### src/rtl/spi_chain_ctrl.sv
// spi_chain_ctrl: SPI-style master for the on-chip scan/load chain.
// Shifts a parallel write word MSB-first into the chain, captures the chain's
// previous contents from the serial return line, then pulses load to commit.
//
// Ports:
//   i_clk       system clock (also the chain's sampling clock)
//   i_resetn    asynchronous active-low reset, released synchronously
//   i_start     transaction request, only honoured in IDLE
//   i_wdata     write word, latched when i_start is accepted
//   o_busy      high for the whole transaction (SETUP..LOAD)
//   o_done      one-cycle completion pulse
//   o_rdata     previous chain contents, updated with o_done
//   o_spi_clk   chain SCLK
//   o_spi_dat   chain MOSI
//   o_spi_load  chain nCS/load, high = load/idle
//   i_spi_dat   chain MISO (scan MSB)
module spi_chain_ctrl #(
    parameter int DATA_W  = 16,
    parameter int CLK_DIV = 4     // i_clk cycles per SPI phase, 2..255
) (
    input  logic              i_clk,
    input  logic              i_resetn,
    input  logic              i_start,
    input  logic [DATA_W-1:0] i_wdata,
    output logic              o_busy,
    output logic              o_done,
    output logic [DATA_W-1:0] o_rdata,
    output logic              o_spi_clk,
    output logic              o_spi_dat,
    output logic              o_spi_load,
    input  logic              i_spi_dat
);

    localparam int PH_W  = 8;
    localparam int CNT_W = $clog2(DATA_W + 1);

    typedef enum logic [2:0] {
        S_IDLE,
        S_SETUP,
        S_LOW,
        S_HIGH,
        S_LOAD,
        S_DONE
    } state_t;

    state_t             state_q, state_d;
    logic [PH_W-1:0]    ph_q;
    logic [CNT_W-1:0]   bit_q;
    logic [DATA_W-1:0]  shift_q, shift_d;
    logic [DATA_W-1:0]  cap_q;
    logic               phase_end;
    logic               last_bit;

    // Reset asserts immediately, releases two i_clk edges later.
    logic [1:0] rst_sync_q;
    logic       rst_n;

    always_ff @(posedge i_clk or negedge i_resetn) begin
        if (!i_resetn) rst_sync_q <= 2'b00;
        else           rst_sync_q <= {rst_sync_q[0], 1'b1};
    end
    assign rst_n = rst_sync_q[1];

    assign phase_end = (ph_q == PH_W'(CLK_DIV - 1));
    assign last_bit  = (bit_q == CNT_W'(DATA_W - 1));

    always_comb begin
        state_d = state_q;
        case (state_q)
            S_IDLE:  if (i_start)  state_d = S_SETUP;
            S_SETUP: if (phase_end) state_d = S_LOW;
            S_LOW:   if (phase_end) state_d = S_HIGH;
            // Counter increments on HIGH exit; DATA_W reached means last bit done.
            S_HIGH:  if (phase_end) state_d = last_bit ? S_LOAD : S_LOW;
            S_LOAD:  if (phase_end) state_d = S_DONE;
            S_DONE:  state_d = S_IDLE;
            default: state_d = S_IDLE;
        endcase
    end

    always_comb begin
        shift_d = shift_q;
        if (state_q == S_IDLE && i_start)
            shift_d = i_wdata;
        else if (state_q == S_HIGH && phase_end)
            shift_d = {shift_q[DATA_W-2:0], 1'b0};
    end

    // All chain-facing outputs are registered from the next state so the
    // chain never sees a decode glitch.
    always_ff @(posedge i_clk or negedge rst_n) begin
        if (!rst_n) begin
            state_q    <= S_IDLE;
            ph_q       <= '0;
            bit_q      <= '0;
            shift_q    <= '0;
            cap_q      <= '0;
            o_rdata    <= '0;
            o_busy     <= 1'b0;
            o_done     <= 1'b0;
            o_spi_clk  <= 1'b0;
            o_spi_dat  <= 1'b0;
            o_spi_load <= 1'b1;
        end else begin
            state_q <= state_d;
            shift_q <= shift_d;

            if (state_d != state_q || state_q == S_IDLE) ph_q <= '0;
            else                                         ph_q <= ph_q + PH_W'(1);

            if (state_q == S_IDLE)                   bit_q <= '0;
            else if (state_q == S_HIGH && phase_end) bit_q <= bit_q + CNT_W'(1);

            // Sample MISO on the last LOW cycle, i.e. just before the rising edge.
            if (state_q == S_LOW && phase_end)
                cap_q <= {cap_q[DATA_W-2:0], i_spi_dat};

            if (state_d == S_DONE) o_rdata <= cap_q;

            o_busy     <= (state_d inside {S_SETUP, S_LOW, S_HIGH, S_LOAD});
            o_done     <= (state_d == S_DONE);
            o_spi_clk  <= (state_d == S_HIGH);
            o_spi_load <= !(state_d inside {S_SETUP, S_LOW, S_HIGH});

            // Data moves only on SETUP/LOW entry; held through HIGH and LOAD
            // so the last bit keeps its hold time while load rises.
            if (state_d == S_SETUP || state_d == S_LOW)
                o_spi_dat <= shift_d[DATA_W-1];
            else if (state_d == S_DONE || state_d == S_IDLE)
                o_spi_dat <= 1'b0;
        end
    end

endmodule

### config.mk
export PLATFORM = sky130hd
export DESIGN_NAME = spi_chain_ctrl
export DESIGN_NICKNAME = d
export VERILOG_FILES = /design/src/rtl/spi_chain_ctrl.sv
export SDC_FILE = /design/constraint.sdc
export NUM_CORES = 1
export LEC_CHECK = 0
export CORE_MARGIN = 4
export CORE_UTILIZATION = 55
export DETAILED_ROUTE_END_ITERATION = 8
export GPL_TIMING_DRIVEN = 0
export PLACE_DENSITY = 0.9
export SYNTH_ARGS = -nofsm -noshare
export SYNTH_HDL_FRONTEND = slang
export SYNTH_SLANG_ARGS = --single-unit
### constraint.sdc
create_clock -name i_clk -period 3.8 [get_ports i_clk]
set_input_delay 1.14 -clock i_clk [delete_from_list [all_inputs] [get_ports i_clk]]
set_output_delay 1.14 -clock i_clk [all_outputs]
set_load 0.005 [all_outputs]
==> results of run 1 <==
==> cell usage in the layout, fill, tap and decap left out, drive strengths merged, types with 3 or more instances in the layout <==
cell,count
nor2,26
nor3,3
buf,10
clkinvlp,3
inv,5
clkbuf,11
mux2,32
clkdlybuf4s50,40
ha,3
o21ai,4
nand2,36
nand3,15
and3,5
nand4,5
xor2,8
dfrtp,70
a31oi,14
==> critical path, stage by stage <==
cell	delay, ns
sky130_fd_sc_hd__clkdlybuf4s50_1	0.55
sky130_fd_sc_hd__or4b_2	0.68
sky130_fd_sc_hd__buf_2	0.22
sky130_fd_sc_hd__buf_2	0.20
sky130_fd_sc_hd__a31oi_1	0.17
==> worst paths after layout <==
check	cells past startpoint	start	endpoint	slack [ns]
max	5	i_start	shift_q[6]	1.09
min	0	rst_sync_q[0]	rst_sync_q[1]	0.37
max reg2reg	7	ph_q[0]	o_rdata[14]	1.50
min reg2reg	0	rst_sync_q[0]	rst_sync_q[1]	0.37
max in group asynchronous	1	i_resetn	rst_sync_q[1]	2.71
min in group asynchronous	0	rst_sync_q[1]	o_rdata[6]	0.45
==> sequential cells by signal (all words and copies together) (netlist names) <==
signal,count
cap_q,16
o_rdata,16
shift_q,16
ph_q,8
bit_q,5
state_q,3
rst_sync_q,2
o_busy,1
o_done,1
o_spi_clk,1
o_spi_dat,1
o_spi_load,1
==> cell type report <==
| class | instances | area, um^2 |
|---|---|---|
| inverters | 4 | 15.0 |
| clock buffers | 9 | 124 |
| clock inverters | 7 | 96.3 |
| flip-flops and latches | 71 | 1780 |
| well taps | 70 | 87.6 |
| fillers | 367 | 1480 |
| repair buffers | 40 | 400 |
| multi-input cells | 169 | 1210 |
| plain buffers | 12 | 75.1 |
==> through the flow <==
step / utilization / std cells / hold slack, ns / area [um^2]
after detailed placement: 0.678 / 366 / 0.354 / 3570
final: 0.719 / 382 / 0.369 / 3790
after floorplan: - / 256 / 0.331 / 3080
after global placement: 0.677 / 366 / 0.341 / 3570
after CTS: 0.719 / 382 / 0.375 / 3790
after global routing: 0.719 / 382 / 0.377 / 3790
==> logic make-up (layout without fill, tap and decap cells) <==
family	Yosys count	after routing	synth area share
AOI/OAI and AO/OA	23	23	0.0471
muxes	33	33	0.141
buffers and inverters	16	72	0.0293
xor gates and xnor gates	10	10	0.0284
adders and majority gates	3	3	0.0122
other	1	1	0.00122
and+or+nand+nor	99	99	0.163
DFF	71	71	0.577
==> routing by layer <==
| layer | global-route usage | vias to the layer above | share of wire |
|---|---|---|---|
| met5 | 0 | - | 0 |
| met4 | 0.0847 | 0 | 0.019 |
| met3 | 0.0594 | 11 | 0.049 |
| met2 | 0.294 | 60 | 0.49 |
| met1 | 0.232 | 1020 | 0.44 |
| li1 | - | 993 | - |
==> power groups by stage <==
| stage | combinational [mW] | sequential [mW] | clock (mW) |
|---|---|---|---|
| floorplan | 0.0113 | 0.796 | 0 |
| global placement | 0.0337 | 0.800 | 0 |
| detailed placement | 0.0346 | 0.802 | 0 |
| CTS | 0.0352 | 0.787 | 0.671 |
| global route | 0.0380 | 0.790 | 0.699 |
| finish | 0.0347 | 0.786 | 0.653 |
==> results.txt, run 1 <==
The run finished with clean final reports. The worst setup path is of the input port to register kind. The total negative slack is 0 ns.

The Yosys step of the flow raised 0 warnings. For the worst setup path, the data required time is 4.06 ns. The global-route wire length before repair came out at 10.3 mm. Yosys mapped a number of flops with a built-in enable equal to 0. The post-detailed-route wirelength per cell came out at 15.7 um. By instance count, the leading cell after synthesis is sky130_fd_sc_hd__dfrtp_1. CTS built an H-tree with a depth of 3. In this run the worst hold path is classified as register to register. The power share of the combinational group came out at 0.024. The final worst slack came out at 1.09 ns. The total design power is 1.47 mW.

Buffers placed on the I/O ports in this run total 40. The transition time of the tightest slew-check pin came out at 0.841 ns. The final layout contains 330 nets. The floorplan step defined a die boundary enclosing 6860 um^2. Row generation in the floorplan step produced 26 rows.

The placer congestion estimate is 0.821. The violation count after the first detailed-route iteration came out at 170. The area inside the core boundary came out at 5270 um^2. The maximum clock frequency came out at 0.369 GHz. The worst slew margin relative to its limit is 0.440. For this run, design rule violations remaining after detail routing come to 0.

In this run the clock root is driven by a sky130_fd_sc_hd__clkbuf_8. The area of the mapped netlist came out at 3080 um^2. Counting flops with an async set or reset pin after synthesis yields a share of 1.00. The number of hold buffers added after CTS came out at 0. The TritonCTS clock tree is done. Cell internal power was estimated by the tool at 1.16 mW. The cell area power density is 389 nW/um^2. The switching power of the nets is 311 uW.

The die width is 82.8 um. The share of the cycle needed by the critical path after routing is 0.713. The detailed router placed 2,084 vias in this run.

Yosys attributes the largest share of cell area to sky130_fd_sc_hd__dfrtp_1, sky130_fd_sc_hd__mux2_4, sky130_fd_sc_hd__mux2_2. The routed design has 5.98 mm of wire. The minimum clock period after layout is 2.71 ns. Counting along the longest clock path gives a buffer depth of 2. The average cell area after synthesis came out at 12.0 um^2.

The total setup buffers inserted after CTS is 0. The number of failing setup endpoints in the final timing report came out at 0. Sorting the synthesized cells by how often they occur yields sky130_fd_sc_hd__dfrtp_1, sky130_fd_sc_hd__nand2_1, sky130_fd_sc_hd__nor2_1, sky130_fd_sc_hd__mux2_4, sky130_fd_sc_hd__mux2_2. The worst-path maximum fanout came out at 10.

The critical path data arrival time came out at 2.97 ns. The area share of the largest cell type after synthesis came out at 0.569. At the later pin of the worst-skew pair, clock insertion delay measures 0.34 ns. The switching share of total power is 0.211. The detailed-routing iteration count for the pre-antenna-repair pass came out at 4. After global routing the overflow that remains totals 0. Synthesis inferred 71 register bits. The sequential-to-total area share from yosys stat came out at 0.577.

The critical path startpoint category is an input port. The synthesized netlist net count came out at 279. The post-cts resize count came out at 0. The diode insertion count for antenna repair is 0. The clock share of power is 0.443. The number of distinct library cell variants in the gate-level netlist after synthesis came out at 36.

The post-place setup slack came out at 0.763 ns. The area growth from synthesis to layout is 23.1%. Among all flip-flop cells after synthesis, the most frequent one is sky130_fd_sc_hd__dfrtp_1. The hold violation count in the final report is 0. Setup repair after global routing left no endpoint under its margin. The worst setup path is captured at a register.

Of the cells placed in the final design, the portion with a size suffix greater than 1 is 0.208. The post-detailed-route count of antenna-violating nets came out at 0. The number of CTS-inserted buffers came out at 9.

sky130_fd_sc_hd__dfrtp_1 takes more of the synthesized area than any other cell. The number of clock sinks is 71. Across the run, the number of max-cap violations was 0. The number of antenna violations at the first check in global routing is 0. Entering global routing, the biggest net connects 70 pins. The mean number of vias per cell is 5.46.

The analysis attributes to cell leakage a power of 1.78 nW. The share of total power dissipated in sequential elements is 0.533. The post-CTS clock slew at the launch and capture registers of the worst setup and hold paths came out at 0.08 ns.

The instance count of the mapped netlist is 256. The HPWL after detailed placement is 3.99 mm. The worst supply voltage drop on vdd came out at 0.000256 V. The number of global-route vias before repair is 2,201. The initial utilization of the core area, before any placement, comes to 0.584. Between clock sinks in the finished design, the worst skew comes to 0.00456 ns. In this run the count of I/O pins placed on the die edge is 41. The die is 82.8 um tall. In the global route stage, overall resource usage came out at 0.186.

The max-slew violation count came to 0.
(Power assumes the default switching activity.)
==> run 2, diff against run 1 <==
- CORE_UTILIZATION: 55 -> 54
- PLACE_DENSITY: 0.9 -> 0.89
- clock period: 3.8 -> 2.6 ns (I/O delays scaled with it)
==> run 2 against run 1 <==
Register-to-register slack got worse by 1.2 ns. Sequential cell count did not move. Global-route usage rose by 0.36 points. Cell area fell by 0.26%. Count of clock-buffer cells in the layout rose by 2. First-iteration DRC count fell by 27%. Utilization fell by 3.3 points. Critical endpoint is now o_spi_dat. Highest routed layer unchanged. Largest cell class unchanged. Clock power rose by 36%. Sequential share of layout area rose by 0.12 points.
==> results.txt, run 2 (synthesis results as in run 1) <==
The run finished with clean final reports. The number of buffers between clock root and the deepest sink is 2. Leaving out fill and tap cells, the most frequent cells in the layout are sky130_fd_sc_hd__dfrtp_1, sky130_fd_sc_hd__clkdlybuf4s50_1, sky130_fd_sc_hd__nand2_1.

The critical path in this run is classified as input port to register. The die is 83.5 um wide. In this run the most critical hold path is launched from rst_sync_q[0]. In the final layout, the registers with the most flip-flops are cap_q (16), o_rdata (16), shift_q (16). The maximum clock frequency came out at 0.421 GHz. The height of the die is 83.5 um. Entering global routing, the biggest net connects 70 pins. The hold violation count in the final report is 0.

At the pin with the least slew margin, the transition time is 0.845 ns. The final worst slack came out at 0.222 ns. Summing all placed instances gives a cell area of 3570 um^2. The share of layout cells above drive strength 1 is 0.208. The maximum single-stage delay on the critical path came out at 0.66 ns. The starting utilization of the core area is 0.559. The largest individual stage delay along the critical path comes from the cell sky130_fd_sc_hd__or4b_2. The worst supply voltage drop on vdd is 0.000626 V.

The routed length on met1 is 2.55 mm. CTS placed an instance of sky130_fd_sc_hd__clkbuf_8 at the clock tree root. The critical path startpoint category is an input port.

The violation count after the first detailed-route iteration is 124. The post-DP HPWL came out at 4.16 mm. For this run, design rule violations remaining after detail routing come to 0. The final design area excluding fillers came out at 3780 um^2.

The switching share of total power came out at 0.209. The routed wire length came out at 6.04 mm. The mean number of vias per cell came out at 5.47. At the later pin of the worst-skew pair, clock insertion delay measures 0.34 ns.

Setup repair after global routing left no endpoint under its margin. The kind of cell with the highest combined delay on the critical path is simple AND/OR/NAND/NOR gates. The routed design uses 351 um of met3 wire. In this run the power density over the cells is 552 nW/um^2. Routability-driven placement finished with a final weighted congestion of 0.870. The overall global routing resource usage is 0.189.

The power share of the sequential group came out at 0.550. The critical path data arrival time came out at 2.59 ns. The max-slew violation count came out at 0.

The diode insertion count for antenna repair is 0. The final global-route overflow total is 0. The sort of element at the end of the critical path is a register.

In the final routed layout, each cell accounts on average for 15.7 um. The number of clock sinks came out at 71. The total setup buffers inserted after CTS came out at 0. The number of global-route vias before repair came out at 2,128.

The die area is 6970 um^2. In this run the worst path has a maximum fanout of 4. The initialized floorplan defines 27 standard-cell rows. The number of failing setup endpoints in the final timing report is 0. The post-place setup slack is -0.115 ns. The combined buffer and inverter count along the critical path came out at 1.

The count of buffers inserted at the top-level ports came out at 40. The reg-to-reg endpoint is o_spi_dat. The maximum level of the CTS H-tree is 3.

The share of total power dissipated in the clock network is 0.425. The path class of the tightest hold or removal check is register to register. Measured in cells, the most critical reg-to-reg path has a length of 7.

Clock-pin slew was measured on the worst setup and hold paths at 0.07 ns. The area inside the core boundary came out at 5510 um^2. TritonCTS created 9 clock buffers.

The worst slew margin relative to its limit is 0.436. Detailed routing placed a total of 3.03 mm of wire on met2. Across all layers, the routed design uses 2,100 vias.

The final net count is 330. At the worst endpoint, the required time is 2.81 ns. The leakage power came out at 1.78 nW. The final cell utilization of the core came out at 0.687. In this run the critical register-to-register path is launched from bit_q[0].

The area growth from synthesis to layout is 22.8%. The post-cts resize count came out at 0. The number of maximum-capacitance constraint violations is 0.

The post-detailed-route count of antenna-violating nets came out at 0. The worst-case hold path end point is rst_sync_q[1]. Leaving out fill and tap cells, the most frequent cell in the layout is sky130_fd_sc_hd__dfrtp_1. The number of antenna violations at the first check in global routing is 0. Along the worst hold path, the cell count comes to 0. Signal routing reaches up to met4.

The TritonCTS clock tree is done. The first global-routing pass estimated 10.4 mm of wire. After routing, the total negative slack on setup checks comes to 0 ns. The share of total power dissipated in combinational logic is 0.025.

The flop-to-flop setup slack came out at 0.30 ns. The total design power came out at 2.09 mW. The number of hold buffers added after CTS is 0.

The switching power of the nets is 437 uW. The minimum clock period after layout is 2.38 ns. In the finished design, the share of the clock period the worst path needs comes to 0.914.

The clock skew after layout is 0.00654 ns. Traced cell by cell, the critical path runs through clkdlybuf4s50_1 > or4b_2 > nand2_1 > o211ai_1 > nand4bb_1 > nand4_1. Internal power comes to 1.65 mW. The total I/O pin count is 41. The detailed-routing iteration count for the pre-antenna-repair pass came out at 4.
## run 2: cell types whose count changed in the layout (fill, tap and decap cells not counted)
cell / previous run / this run
sky130_fd_sc_hd__clkinv_4: 0 / 1
sky130_fd_sc_hd__clkinv_2: 1 / 2
sky130_fd_sc_hd__inv_6: 1 / 0
sky130_fd_sc_hd__clkbuf_8: 9 / 11
sky130_fd_sc_hd__bufinv_16: 2 / 1
sky130_fd_sc_hd__clkinvlp_4: 3 / 1
## run 2: metrics by stage
step | cells | hold WS [ns]
2_1_floorplan | 256 | 0.331
3_3_place_gp | 368 | 0.340
3_5_place_dp | 368 | 0.348
4_1_cts | 384 | 0.367
5_1_grt | 384 | 0.374
6_report | 384 | 0.363
## run 2: worst reg2reg max path, stage by stage, from the launching register on
cell                        delay [ns]
sky130_fd_sc_hd__dfrtp_1          0.42
sky130_fd_sc_hd__ha_1             0.22
sky130_fd_sc_hd__and3_1           0.19
sky130_fd_sc_hd__ha_1             0.21
sky130_fd_sc_hd__and3_1           0.20
sky130_fd_sc_hd__a211oi_1         0.57
sky130_fd_sc_hd__nand4bb_1        0.25
sky130_fd_sc_hd__nand4_1          0.12
## run 2: area by class of cell
class,instances,area [um^2]
Buffer,12,75.1
Clock buffer,11,151
Clock inverter,5,56.3
Fill cell,358,1730
Inverter,4,15.0
Multi-Input combinational cell,169,1210
Sequential cell,71,1780
Tap cell,72,90.1
Timing Repair Buffer,40,400
## run 2: layer usage
metal  vias up  global-route usage
li1        986                   -
met1      1030               0.244
met2        73               0.288
met3        11              0.0839
met4         0              0.0614
met5         -                   0
## run 2: worst max-delay path by stage
stage	slack (ns)	depth (start not counted)	start	endpoint
after floorplan	0.48	0	rst_sync_q[1]	bit_q[0]
after global placement	-0.15	0	rst_sync_q[1]	o_done
after detailed placement	-0.12	6	i_start	o_spi_dat
after CTS	0.24	6	i_start	o_spi_dat
after global routing	0.17	6	i_start	o_spi_dat
final	0.22	6	i_start	o_spi_dat
## run 2: power by group through the flow
stage | Combinational, mW | Clock (mW) | Sequential [mW]
5_1_grt | 0.0562 | 0.965 | 1.15
2_1_floorplan | 0.0165 | 0 | 1.16
3_5_place_dp | 0.0511 | 0 | 1.17
4_1_cts | 0.0521 | 0.906 | 1.15
3_3_place_gp | 0.0496 | 0 | 1.17
6_report | 0.0517 | 0.888 | 1.15
